`src/rtl/gpu_cmd_queue.sv`:
```
// Command FIFO in front of gpu_core: replays {command, data} pairs over stb/ack, captures read data.
// Optional ack watchdog is enabled by defining GPU_CMDQ_TIMEOUT_EN.
module gpu_cmd_queue #(
  parameter int DEPTH          = 8,
  parameter int TIMEOUT_CYCLES = 256
) (
  input  logic                         clk,
  input  logic                         rst,
  input  logic                         push_valid,
  output logic                         push_ready,
  input  logic [31:0]                  push_command,
  input  logic [63:0]                  push_data,
  output logic [$clog2(DEPTH+1)-1:0]   level,
  output logic [31:0]                  gpu_command,
  output logic [63:0]                  gpu_data_in,
  output logic                         gpu_stb,
  input  logic                         gpu_ack,
  input  logic [63:0]                  gpu_data_out,
  output logic                         rsp_valid,
  input  logic                         rsp_ready,
  output logic [63:0]                  rsp_data,
  output logic                         err_timeout,
  output logic [1:0]                   dbg_state
);

  // Handshakes: a push transfers when push_valid & push_ready at posedge; a response is
  // consumed when rsp_valid & rsp_ready at posedge; gpu_stb is held with stable payload until gpu_ack.

  localparam int PTR_W = $clog2(DEPTH);
  localparam int LVL_W = $clog2(DEPTH+1);

  typedef enum logic [1:0] {
    S_IDLE  = 2'd0,
    S_ISSUE = 2'd1,
    S_GAP   = 2'd2
  } state_t;

  state_t             r_state;
  state_t             w_state_nxt;
  logic [31:0]        r_cmd_mem  [DEPTH];
  logic [63:0]        r_data_mem [DEPTH];
  logic [PTR_W-1:0]   r_wr_ptr;
  logic [PTR_W-1:0]   r_rd_ptr;
  logic [LVL_W-1:0]   r_level;
  logic [31:0]        r_gpu_cmd;
  logic [63:0]        r_gpu_data;
  logic               r_rsp_valid;
  logic [63:0]        r_rsp_data;

  logic               w_push;
  logic               w_pop;
  logic               w_load;
  logic               w_capture;
  logic               w_timeout;
  logic [31:0]        w_head_cmd;
  logic               w_head_read;
  logic               w_issuable;

  assign push_ready  = (r_level != LVL_W'(DEPTH));
  assign w_push      = push_valid & push_ready;
  assign w_head_cmd  = r_cmd_mem[r_rd_ptr];
  assign w_head_read = (w_head_cmd[15:12] == 4'b0000);
  // A read may only issue if the response register will be free to take its result.
  assign w_issuable  = (r_level != '0) && !(w_head_read && r_rsp_valid && !rsp_ready);

  always_comb begin
    w_state_nxt = r_state;
    w_pop       = 1'b0;
    w_load      = 1'b0;
    w_capture   = 1'b0;
    case (r_state)
      S_IDLE: begin
        if (w_issuable) begin
          w_state_nxt = S_ISSUE;
          w_load      = 1'b1;
        end
      end
      S_ISSUE: begin
        if (gpu_ack) begin
          w_pop       = 1'b1;
          w_capture   = w_head_read;
          w_state_nxt = S_GAP;
        end else if (w_timeout) begin
          w_pop       = 1'b1;
          w_state_nxt = S_GAP;
        end
      end
      S_GAP:   w_state_nxt = S_IDLE;
      default: w_state_nxt = S_IDLE;
    endcase
  end

  always_ff @(posedge clk) begin
    if (rst) r_state <= S_IDLE;
    else     r_state <= w_state_nxt;
  end

  always_ff @(posedge clk) begin
    if (rst) begin
      r_wr_ptr <= '0;
      r_rd_ptr <= '0;
      r_level  <= '0;
    end else begin
      if (w_push) r_wr_ptr <= r_wr_ptr + 1'b1;
      if (w_pop)  r_rd_ptr <= r_rd_ptr + 1'b1;
      case ({w_push, w_pop})
        2'b10:   r_level <= r_level + 1'b1;
        2'b01:   r_level <= r_level - 1'b1;
        default: r_level <= r_level;
      endcase
    end
  end

  always_ff @(posedge clk) begin
    if (w_push) begin
      r_cmd_mem[r_wr_ptr]  <= push_command;
      r_data_mem[r_wr_ptr] <= push_data;
    end
  end

  always_ff @(posedge clk) begin
    if (rst) begin
      r_gpu_cmd  <= '0;
      r_gpu_data <= '0;
    end else if (w_load) begin
      r_gpu_cmd  <= w_head_cmd;
      r_gpu_data <= r_data_mem[r_rd_ptr];
    end
  end

  // A capture wins over a same-cycle consume so the new result is never lost.
  always_ff @(posedge clk) begin
    if (rst) begin
      r_rsp_valid <= 1'b0;
      r_rsp_data  <= '0;
    end else if (w_capture) begin
      r_rsp_valid <= 1'b1;
      r_rsp_data  <= gpu_data_out;
    end else if (r_rsp_valid && rsp_ready) begin
      r_rsp_valid <= 1'b0;
    end
  end

`ifdef GPU_CMDQ_TIMEOUT_EN
  localparam int CNT_W = $clog2(TIMEOUT_CYCLES+1);
  logic [CNT_W-1:0] r_to_cnt;
  logic             r_err;

  assign w_timeout = (r_state == S_ISSUE) && (r_to_cnt == CNT_W'(TIMEOUT_CYCLES-1));

  always_ff @(posedge clk) begin
    if (rst) begin
      r_to_cnt <= '0;
      r_err    <= 1'b0;
    end else begin
      if (w_load)                    r_to_cnt <= '0;
      else if (r_state == S_ISSUE)   r_to_cnt <= r_to_cnt + 1'b1;
      if (w_timeout && !gpu_ack)     r_err    <= 1'b1;
    end
  end

  assign err_timeout = r_err;
`else
  assign w_timeout   = 1'b0;
  assign err_timeout = 1'b0;
`endif

  assign level       = r_level;
  assign gpu_command = r_gpu_cmd;
  assign gpu_data_in = r_gpu_data;
  assign gpu_stb     = (r_state == S_ISSUE);
  assign rsp_valid   = r_rsp_valid;
  assign rsp_data    = r_rsp_data;
  assign dbg_state   = r_state;

endmodule
```
`config.mk`:
```
export PLATFORM = sky130hd
export DESIGN_NAME = gpu_cmd_queue
export DESIGN_NICKNAME = d
export VERILOG_FILES = /design/src/rtl/gpu_cmd_queue.sv
export SDC_FILE = /design/constraint.sdc
export NUM_CORES = 1
export LEC_CHECK = 0
export ABC_AREA = 1
export BUFFER_PORTS_ARGS = -buffer_cell sky130_fd_sc_hd__clkbuf_2
export CORE_MARGIN = 3
export CORE_UTILIZATION = 43
export CTS_BUF_LIST = sky130_fd_sc_hd__clkbuf_8 sky130_fd_sc_hd__clkbuf_16
export CTS_CLUSTER_SIZE = 16
export DETAILED_ROUTE_END_ITERATION = 10
export REMOVE_ABC_BUFFERS = 1
export SLEW_MARGIN = 15
export SYNTH_ARGS = -nofsm -noshare
export SYNTH_HDL_FRONTEND = slang
export SYNTH_SLANG_ARGS = --single-unit
```
`constraint.sdc`:
```
create_clock -name clk -period 10.6 [get_ports clk]
set_clock_uncertainty 0.2 [all_clocks]
set_input_delay 1.59 -clock clk [delete_from_list [all_inputs] [get_ports clk]]
set_output_delay 1.59 -clock clk [all_outputs]
set_load 0.05 [all_outputs]
```
Word level (Yosys, flattened, before mapping) --
Memory sizes are Yosys's and may differ from the RTL's. A register that Yosys moved wholly into a read port is not among the register bits. Cells that the tools add are included. W data, S select, Z words.
Word-level totals: register bits 109, bits in latches 0, memory bits (writable) 768, bits in read-only memories 0, bits of input ports 165, output and inout bits 170, memories 2
Memories:
- r_data_mem | depth 8, width 64, read ports 1, clocked after Yosys merged registers in 1, write ports 1, line 41 | logic [63:0] r_data_mem [DEPTH];
- r_cmd_mem | depth 8, width 32, read ports 1, clocked after Yosys merged registers in 1, write ports 1, line 40 | logic [31:0] r_cmd_mem [DEPTH];
Cells by class: add/subtract/negate cells 4, multiply operators 0, div/mod/pow operators 0, order comparisons 0, equal/unequal tests 6, shift-type cells 0, muxes and demuxes 16, bitwise gates (word level) 1, reduce and logical (&&, ||, !) cells 12
Operators by type and width (number):
- $mux W1 | 10
- $pmux W4 S2 | 1
- $add A3 B1 Y3 const B | 2
- $mux W3 | 2
- $add A4 B1 Y4 const B | 1
- $eq A2 B1 Y1 const B | 2
- $logic_and A1 B1 Y1 | 4
- $logic_not A4 Y1 | 1
- $mux W2 | 2
- $ne A4 B4 Y1 const B | 1
- $pmux W2 S2 | 1
- $reduce_bool A2 Y1 | 2
- $reduce_bool A4 Y1 | 1
- $sub A4 B1 Y4 const B | 1
- $eq A2 B2 Y1 const B | 1
- $logic_not A1 Y1 | 2
- $logic_not A2 Y1 | 1
- $ne A2 B1 Y1 const B | 1
- $ne A2 B2 Y1 const B | 1
- $reduce_and A2 Y1 | 1
- $and A1 B1 Y1 | 1

Longest topological paths before layout --
Gate-level depths: netlist of run 1.
depth after elaboration 7, mapped depth 15, depth with buffers taken out 13

Worst setup path after synthesis of run 1 --
OpenSTA, ideal clock, no wires.
path kind input port to flip-flop, from in push_valid, to mem r_cmd_mem[0][0], enable pin, library setup time 0.552 ns, arrival 5.965 ns, data required time 9.848 ns, path slack 3.884 ns, stages on the path 4, path buffers 0, path through nand2_1 -> inv_1 -> nand2_1 -> nor2_1
On the way: cells in the longest elaborated chain, start to end 3
Ends and longest elaborated chain:
- start: declaration | line 9 | input logic push_valid,
- $and A1 B1 Y1 | line 60 | assign w_push = push_valid & push_ready;
- $mux W1 | line 115 | if (w_push) begin
- $mux W1 (implied by the code) | line 116 | r_cmd_mem[r_wr_ptr] <= push_command;
- end: declaration | line 40
No other way between the ends.

==> results.md, run 1 <==
- Crit path launch type: register
- Worst skew pair latency: 670 ps
- DR WL/cell: 18.44 um
- Tightest Pin Transition: 1174 ps
- Vias: 24860
- Synth cell count leaders: nand2_1 (987), edfxtp_1 (768), nand3_1 (672)
- Initial antenna violation count: 10
- Root Buffer: clkbuf_16
- Min Tclk post-route: 4454 ps
- Register area: 26600 um^2
- Syn. warnings: 0
- R2r setup slk: 6150 ps
- First-pass GRT wire length: about 140 mm
- Worst EP arrival: just under 5000 ps
- # fillers: 7628
- Placed instance area: 39580 um^2
- Worst hold slack: 277.6 ps
- Critical path class: reg -> reg
- Min-delay src: gpu_data_in[40]
- Final #Nets: 3818
- Area Overhead vs Synth: 15.67%
- Post-route cell area: approximately 43000 um^2
- RSZ-0062 raised after global routing: no
- Starting DRT DRC Count: 2018
- Hold buffer count at CTS: 0
- Final Setup Violations: 0
- Buffers on Ports: roughly 330
- Register area share after synthesis: 71.70%
- Post-synthesis register bit count: between 900 and 1000
- Clk buf depth: 3
- Pwr Density: 225.1 nW/um^2
- Rel. slew slack: 21.55%
- Hold EP: gpu_data_in[40]
- Reg power frac: 45.2%
- Placed Cells: between 4000 and 5000
- Synth Flop Type: edfxtp_1
- Fin cells: 4882
- R2r endpoint: rsp_data[29]
- DR pass1 iterations: 7
- Routability cong.: 0.7430
- Total power: 9.654 mW
- Vias in the first global route: 23800
- Hold Path Stages: 2
- Die height: roughly 300 um
- Final hold violation count: 0
- Most frequent cell after synthesis: nand2_1
- Min-delay worst type: reg -> reg
- Worst setup EP type: register
- Dpl ws: 5420 ps
- Core area: ~85000 um^2
- Max cap viols: 0
- Cell row count: 107
- Switching share of power: a little under a third
- Layout cells sized above 1: 14.34%
- Outcome: finished clean
- Setup ws final: 6146 ps
- Post-synth cell types: 20
- Post_cts resized: 0
- Share of the synthesized area in the top cell type: just over 60%
- Top cells by area, synth: edfxtp_1 (62%), nand2_1 (10%), dfxtp_1 (9.5%)
- Width of the die: 299.6 um
- Die Footprint: 89780 um^2
- Antenna violation net count after detailed routing: 0
- Vias per cell: 5.092
- Core Util, Final: 50.29%
- Peak supply drop: between 0.1 and 0.15 mV
- DP Wirelength: 49.20 mm
- Power Internal: a little under 7 mW
- Setup repair bufs after CTS: 0
- Critical Path RT: 10990 ps
- Grt total ovfl: 0
- Starting Density: 43.48%
- Area leader, netlist: edfxtp_1
- R2R cell count: 14
- IO Pins: 335
- Largest net degree at the start of global routing: 175
- Sink Count: 944
- Multi-input gate area: between 9000 and 10000 um^2
- Clock Power Share: 35.8%
- # H-tree levels: 3
- Post-detailed-routing wire length: between 90 and 100 mm
- Comb pwr share: 19.0%
- Cell Area, Synth: 37080 um^2
- Fin crit share: 42.02%
- Leak: 16.84 nW
- DRC: 0
- Post-synthesis async set-or-reset flop share: 0%
- Switching power: ~2.9 mW
- Tot GR Track Use: 19.67%
- Fin. max-slew vios: 0
- Crit path max fanout: 102
- Syn_area_per_cell: about 11 um^2
- Num CTS Buffers: 100
- CTS tree: yes
- Clk pin slew, worst setup/hold paths: 60 ps
- Cell count after synthesis: 3398
- Final setup TNS: 0 ps
- Fmax: approximately 220 MHz
- EDFF count, synth: 768
worst max path at each step:
| stage | startpoint | end |
|---|---|---|
| finish | register | rsp_data[29] |
| floorplan | level[2] | gpu_command[0] |
| global placement | push_valid | r_data_mem[0][45] |
| detailed placement | push_valid | r_data_mem[0][45] |
| global route | register | rsp_data[40] |
| CTS | register | rsp_data[29] |
per-layer routing:
metal	GRT usage (%)	vias to the layer above	share of wire, %
met1	26.80	11900	44
met2	31.95	696	47
met3	4.027	116	6.8
li1	-	12140	-
met4	5.813	8	1.9
met5	0	-	0.057
cell type report:
type | instances | area share, %
sequential | 944 | 62.03
multi-input combinational | 2094 | 21.16
clock buffer | 108 | 6.118
timing repair buffer | 369 | 4.516
tap | 1144 | 3.338
clock inverter | 78 | 1.555
inverter | 139 | 1.254
antenna | 6 | 0.03501
worst max-delay path, stage by stage (launching register included):
cell      delay, ps
dfxtp_4         680
clkinv_2        490
buf_4           600
nand2_1         170
nand2_1          60
nand2_1          50
nand3_1         120
nand2_1         120
nand2_1          50
nor2_1          230
nand2_1          80
buf_4           300
inv_2           870
nor2_1          110
nor2_1          140
state kept, by name, summed over array words and instances, names as in the netlist, named ones only:
name         cells
r_data_mem     512
r_cmd_mem      256
gpu_data_in     64
rsp_data        64
gpu_command     32
level            4
r_rd_ptr         3
r_wr_ptr         3
dbg_state        2
rsp_valid        1
logic make-up after synthesis:
kind of cell	share of synthesized area, %
compound gates	2.467
buf+inv	4.053
flops	71.70
simple gates	21.55
xor+xnor	0.04725
fa+ha+maj	0.1687
other cells	0.01011
power by group through the flow:
stage / Sequential [mW] / Combinational, mW / Clock [mW]
2_1_floorplan: 4.96 / 0.917 / 0
3_3_place_gp: 4.44 / 1.83 / 0
3_5_place_dp: 4.44 / 1.85 / 0
4_1_cts: 4.36 / 1.85 / 3.54
5_1_grt: 4.39 / 2.03 / 3.68
6_report: 4.36 / 1.83 / 3.46
placed cells by master, fill, tap and decap left out, drive strengths merged:
cell	count
edfxtp	768
ha	5
buf	36
bufinv	11
inv	169
clkbuf	441
xnor2	1
a21oi	108
o21ai	73
dfxtp	176
clkinvlp	8
clkinv	29
diode	6
nand2	987
nand3	672
nand4	1
a311oi	1
xor2	1
nor2	244
conb	1
Power figures use the tool's default switching activity.
==> run 2: changes to the inputs <==
ABC_AREA = 0   (was 1)
clock period = 4 ns   (was 10.6 ns; I/O delays follow)
==> run 2 against run 1 <==
  * Sequential power rose to 2.7 times the previous value
  * Area after synthesis decreased by 3.4%
  * Cell area increased by 1.1%
  * Global-route usage grew 0.15 points
  * Core utilization up 2.4 points
  * Largest power group unchanged
  * Largest cell class unchanged
  * Highest routed layer unchanged
  * Setup slack got worse by 5300 ps
  * Critical endpoint is now gpu_command[22]
  * Combinational power grew to 3.1 times the previous value
  * Flip-flop and latch count unchanged
  * Clock-buffer cell count rose by 3
==> results.md, run 2 <==
- Peak supply drop: 0.5713 mV (+310%)
- Num CTS Buffers: 98 (-2.0%)
- Final Setup Violations: 0 (unchanged)
- Core area: 82240 um^2 (-3.6%)
- Worst skew pair latency: 650 ps (-20 ps)
- Rel. slew slack: 45.15% (+24 points)
- Most frequent cell after synthesis: edfxtp_1
- Number of flip-flops in the largest register: 512 (unchanged)
- Clk buf depth: 3 (unchanged)
- Final hold violation count: 0 (unchanged)
- Max cap viols: 0 (unchanged)
- Fmax: 315.7 MHz (+41%)
- Grt total ovfl: 0 (unchanged)
- Layout cells sized above 1: 29.37% (+15 points)
- DP Wirelength: 46.65 mm (-5.2%)
- Setup repair bufs after CTS: 0 (unchanged)
- Tot GR Track Use: 19.81% (+0.15 points)
- Post-synth cell types: 32 (+60%)
- Syn. warnings: 0 (unchanged)
- Post-synthesis register bit count: 944 (unchanged)
- Worst hold slack: 36.39 ps (-241.2 ps)
- Post-detailed-routing wire length: 86.02 mm (-4.4%)
- Critical Path RT: 4290 ps (-6700 ps)
- Width of the die: 294.6 um (-1.7%)
- Worst EP arrival: 3460 ps (-1390 ps)
- CTS tree: yes
- Share of the synthesized area in the top cell type: 64.40% (+2.2 points)
- Multi-input gate area: 8313 um^2 (-8.4%)
- Largest net degree at the start of global routing: 83 (-53%)
- DR WL/cell: 23.71 um (+29%)
- Area Overhead vs Synth: 21.03%
- Vias: 19800 (-20%)
- Cell Area, Synth: 35810 um^2 (-3.4%)
- Leak: 14.46 nW (-14%)
- Fin crit share: 79.18% (+37 points)
- Outcome: finished clean
- Pwr Density: 608.3 nW/um^2 (+170%)
- Register area share after synthesis: 74.24% (+2.5 points)
- Area leader, netlist: edfxtp_1
- Top cells by area, synth: edfxtp_1 (64%), mux4_2 (12%), dfxtp_1 (9.8%)
- Starting Density: 43.54% (+0.064 points)
- Fin cells: 3628 (-26%)
- Worst setup EP type: register
- R2R cell count: 6 (-8)
- Largest Register: r_data_mem
- Syn_area_per_cell: 17.70 um^2 (+62%)
- Commonest non-fill, non-tap cell in the layout: edfxtp_1
- Critical path class: reg -> reg
- Synth Flop Type: edfxtp_1
- DRC: 0 (unchanged)
- Tightest Pin Transition: 822.8 ps (-351.2 ps)
- Crit path max fanout: 68 (-33%)
- Cell count after synthesis: 2023 (-40%)
- Final #Nets: 2633 (-31%)
- Synth cell count leaders: edfxtp_1 (768), mux4_2 (192), dfxtp_1 (176)
- Buffers on Ports: 333 (unchanged)
- Min-delay worst type: in -> reg
- # H-tree levels: 3 (unchanged)
- Largest registers: r_data_mem (512), r_cmd_mem (256)
- Root Buffer: clkbuf_16
- Commonest cells after routing, fill and taps aside: edfxtp_1 (768), clkbuf_2 (332), mux4_2 (192), dfxtp_1 (170), a21oi_1 (168)
- Die Footprint: 86770 um^2 (-3.4%)
- Routability cong.: 0.7332 (-1.3%)
- DR pass1 iterations: 5 (-2)
- Vias in the first global route: 20720 (-13%)
- Core Util, Final: 52.70% (+2.4 points)
- Cell row count: 105 (-1.9%)
- Dpl ws: 775.3 ps (-4645 ps)
- Initial antenna violation count: 13 (+3)
- Clk pin slew, worst setup/hold paths: 60 ps (about the same)
- Hold Path Stages: 1 (-1)
- Placed Cells: 3331 (-29%)
- IO Pins: 335 (unchanged)
- Crit path launch type: register
- Die height: 294.6 um (-1.7%)
- # fillers: 6562 (-14%)
- RSZ-0062 raised after global routing: no
- Fin. max-slew vios: 0 (unchanged)
- EDFF count, synth: 768 (unchanged)
- Vias per cell: 5.458 (+7.2%)
- Post-synthesis async set-or-reset flop share: 0% (unchanged)
- First-pass GRT wire length: 128.8 mm (-7.2%)
- Register area: 26610 um^2 (about the same)
- Starting DRT DRC Count: 1494 (-26%)
- Min Tclk post-route: 3167 ps (-1287 ps)
- Antenna violation net count after detailed routing: 0 (unchanged)
- Setup ws final: 832.7 ps (-5313 ps)
- Sink Count: 944 (unchanged)
run 2: per-stage QoR:
| step | TNS, ps | area [um^2] | power, mW |
|---|---|---|---|
| 2_1_floorplan | -3043020 | 35180 | 15.46 |
| 3_3_place_gp | 0 | 38970 | 17.36 |
| 5_1_grt | 0 | 43310 | 27.53 |
| 4_1_cts | 0 | 43310 | 26.72 |
| 6_report | 0 | 43340 | 26.36 |
| 3_5_place_dp | 0 | 38970 | 17.43 |
run 2: worst paths after layout:
path	slack (ps)	to	start
worst min register to register	250	gpu_command[27]	gpu_command[27]
worst max-delay path	830	gpu_command[22]	register
worst min-delay path	40	r_data_mem[3][38]	push_data[38]
worst max register to register	830	gpu_command[22]	register
run 2: cell families after synthesis:
group | Yosys count | synth area share (%)
xor gates and xnor gates | 7 | 0.1712
muxes | 289 | 14.79
DFF | 944 | 74.24
and+or+nand+nor | 203 | 2.484
AOI/OAI and AO/OA | 333 | 5.346
adders and majority gates | 5 | 0.1747
other | 1 | 0.01047
buffers and inverters | 241 | 2.781
run 2: critical path, stage by stage, from the launching register on:
cell,delay (ps)
dfxtp_4,570
mux4_2,540
mux2i_1,300
and4_4,600
a21bo_4,210
buf_12,350
a211oi_1,150
run 2: cell type report:
cell class	count	area share [%]
Antenna cell	11	0.06351
Clock buffer	111	6.227
Clock inverter	73	1.432
Inverter	98	0.8488
Multi-Input combinational cell	838	19.18
Sequential cell	944	61.39
Tap cell	1070	3.089
Timing Repair Buffer	483	7.769
run 2: report_power, final:
part           total [mW]  switching [mW]  leakage [nW]  internal, mW
logic                5.61            3.72          4.33          1.89
registers            11.6           0.382          8.42          11.2
clock network        9.16            3.73          1.71          5.42
total                26.4            7.84          14.5          18.5
run 2: per-layer routing:
layer / wire, um / track usage [%] / vias to the layer above
met5: 62 / 0 / -
met4: 1614 / 4.747 / 10
met3: 5459 / 4.295 / 132
met2: 42770 / 33.90 / 580
met1: 36120 / 26.01 / 10260
li1: - / - / 8823
run 2: repair_timing:
| item | in CTS | in global routing |
|---|---|---|
| endpoints found under the setup margin | 0 | 0 |
| gates resized for setup | 0 | 0 |
| endpoints found under the hold margin | 351 | 0 |
| hold buffers | 102 | 0 |
==> run 3: changes to the inputs <==
clock period = 2.7 ns   (was 4 ns; I/O delays follow)
==> run 3 against run 2 <==
  * Clock power up 44%
  * Combinational power up 60%
  * Sequential share of layout area down 2.3 points
  * Die area unchanged
  * Via count up 2.4%
  * First-iteration DRC count down 11%
  * Highest routed layer unchanged
  * Non-clock buffer count up 136
==> results.md, run 3 (same netlist as run 2, synthesis figures left out) <==
- Die height: 294.6 um (unchanged)
- Critical Path RT: 2990 ps (-1300 ps)
- Starting Density: 43.54% (unchanged)
- Final #Nets: 2768 (+5.1%)
- Final Setup Violations: 0 (unchanged)
- CTS tree: yes
- Num CTS Buffers: 97 (-1.0%)
- Placed instance area: 40080 um^2 (+2.8%)
- Number of flip-flops in the largest register: 512 (unchanged)
- Largest net degree at the start of global routing: 107 (+29%)
- Critical path class: reg -> reg
- Grt total ovfl: 0 (unchanged)
- Initial antenna violation count: 12 (-1)
- Core Util, Final: 54.74% (+2.0 points)
- Starting DRT DRC Count: 1330 (-11%)
- Fin. max-slew vios: 0 (unchanged)
- Post-route cell area: 45020 um^2 (+3.9%)
- Switching share of power: 29.67% (-0.078 points)
- IO Pins: 335 (unchanged)
- Area Overhead vs Synth: 25.73%
- Peak supply drop: 0.7378 mV (+29%)
- Routability cong.: 0.7512 (+2.5%)
- Vias in the first global route: 21400 (+3.3%)
- Crit path max fanout: 46 (-32%)
- Leak: 15.24 nW (+5.4%)
- Width of the die: 294.6 um (unchanged)
- Fmax: 382.8 MHz (+21%)
- RSZ-0062 raised after global routing: yes
- DP Wirelength: 52.61 mm (+13%)
- Comb pwr share: 22.8% (+1.5 points)
- Power Internal: 27.62 mW (+49%)
- Vias: 20280 (+2.4%)
- Vias per cell: 5.398 (-1.1%)
- Clock Power Share: 33.6% (-1.1 points)
- Die Footprint: 86770 um^2 (unchanged)
- # H-tree levels: 3 (unchanged)
- Max cap viols: 0 (unchanged)
- Post-detailed-routing wire length: 88.12 mm (+2.4%)
- DR WL/cell: 23.46 um (-1.1%)
- Crit path launch type: register
- Clk pin slew, worst setup/hold paths: 60 ps (about the same)
- # fillers: 6417 (-2.2%)
- Worst EP arrival: 2900 ps (-560 ps)
- Pwr Density: 872.2 nW/um^2 (+43%)
- Switching power: 11.65 mW (+49%)
- Largest Register: r_data_mem
- Min-delay worst type: in -> reg
- Tightest Pin Transition: 668.7 ps (-154.1 ps)
- Worst setup EP type: register
- Tot GR Track Use: 20.43% (+0.62 points)
- Final hold violation count: 0 (unchanged)
- First-pass GRT wire length: 133.2 mm (+3.4%)
- Reg power frac: 43.5% (-0.5 points)
- Commonest non-fill, non-tap cell in the layout: edfxtp_1
- Commonest cells after routing, fill and taps aside: edfxtp_1 (768), clkbuf_2 (332), mux4_2 (192), dfxtp_1 (170), a21oi_1 (168)
- Core area: 82240 um^2 (unchanged)
- Critical Path End: gpu_command[25]
- Cell row count: 105 (unchanged)
- Min Tclk post-route: 2613 ps (-554.7 ps)
- R2r endpoint: gpu_command[25]
- Clk buf depth: 3 (unchanged)
- Fin crit share: 96.76% (+18 points)
- R2r setup slk: 90 ps (-750 ps)
- DRC: 0 (unchanged)
- Antenna violation net count after detailed routing: 0 (unchanged)
- Total power: 39.27 mW (+49%)
- Buffers on Ports: 333 (unchanged)
- Outcome: finished clean
- Largest registers: r_data_mem (512), r_cmd_mem (256)
- R2R cell count: 7 (+1)
- Rel. slew slack: 55.42% (+10 points)
- Layout cells sized above 1: 30.51% (+1.1 points)
- DR pass1 iterations: 5 (unchanged)
- Worst skew pair latency: 640 ps (about the same)
- Root Buffer: clkbuf_16
- Sink Count: 944 (unchanged)
## run 3: cell types whose count changed in the layout (fill, tap and decap cells not counted), moves of 5 or more
| cell | previous run | this run |
|---|---|---|
| buf_4 | 23 | 49 |
| dlygate4sd3_1 | 102 | 163 |
| buf_12 | 25 | 71 |
| clkinv_1 | 9 | 14 |
| clkinvlp_4 | 6 | 1 |
| a211oi_1 | 96 | 87 |
| clkbuf_16 | 104 | 99 |
| clkinv_2 | 21 | 15 |
| inv_1 | 118 | 125 |
| a211oi_2 | 0 | 9 |
## run 3: worst min path at each step
stage	start	end	slack (ps)	depth (start not counted)
floorplan	r_wr_ptr[0]	r_wr_ptr[0]	260	2
global placement	gpu_data_in[58]	gpu_data_in[58]	240	2
detailed placement	gpu_command[22]	gpu_command[22]	250	2
CTS	rst	register	60	3
global route	rst	rsp_data[34]	140	3
finish	rst	rsp_data[34]	70	3
## run 3: critical path, stage by stage, from the launching register on
cell and delay, ps:
dfxtp_4 350, clkbuf_4 180, mux4_2 520, mux2i_2 180, and4_4 370, a21bo_4 220
buf_16 270, a211oi_1 130
## run 3: area by class of cell
type | count | area [um^2] | area share, %
Sequential cell | 944 | 26610 | 59.10
Clock inverter | 75 | 634.4 | 1.409
Antenna cell | 9 | 22.52 | 0.05002
Inverter | 98 | 367.9 | 0.8171
Timing Repair Buffer | 619 | 5140 | 11.42
Clock buffer | 104 | 2546 | 5.656
Tap cell | 1070 | 1339 | 2.974
Multi-Input combinational cell | 838 | 8366 | 18.58
## run 3: layer usage
metal	track usage, %	wire length [um]
met3	3.768	5118
met4	5.501	1640
met1	27.19	37370
met2	34.77	43950
met5	0	41
## run 3: power groups by stage
stage,clock network [mW],registers (mW),logic [mW]
5_1_grt,14.1,17.2,9.69
4_1_cts,13.5,17.1,8.98
2_1_floorplan,0,18.9,2.20
3_3_place_gp,0,17.4,8.59
6_report,13.2,17.1,8.96
3_5_place_dp,0,17.4,8.73
## run 3: metrics by stage
step	instances	setup slack, ps	TNS [ps]	hold WS, ps
global route	3752	-6.512	-13.92	135.3
detailed placement	3402	13.68	0	247.0
global placement	3402	103.9	0	243.5
finish	3757	87.37	0	72.23
CTS	3746	34.16	0	62.74
floorplan	1880	-6515	-4265240	256.1
## run 3: what timing repair did
item                                    CTS  global route
endpoints found under the setup margin    3            50
setup buffers                             2             2
endpoints found under the hold margin   836             0
hold buffers                            163             0
pin swaps                                 1             1
gates resized for setup                   0            13
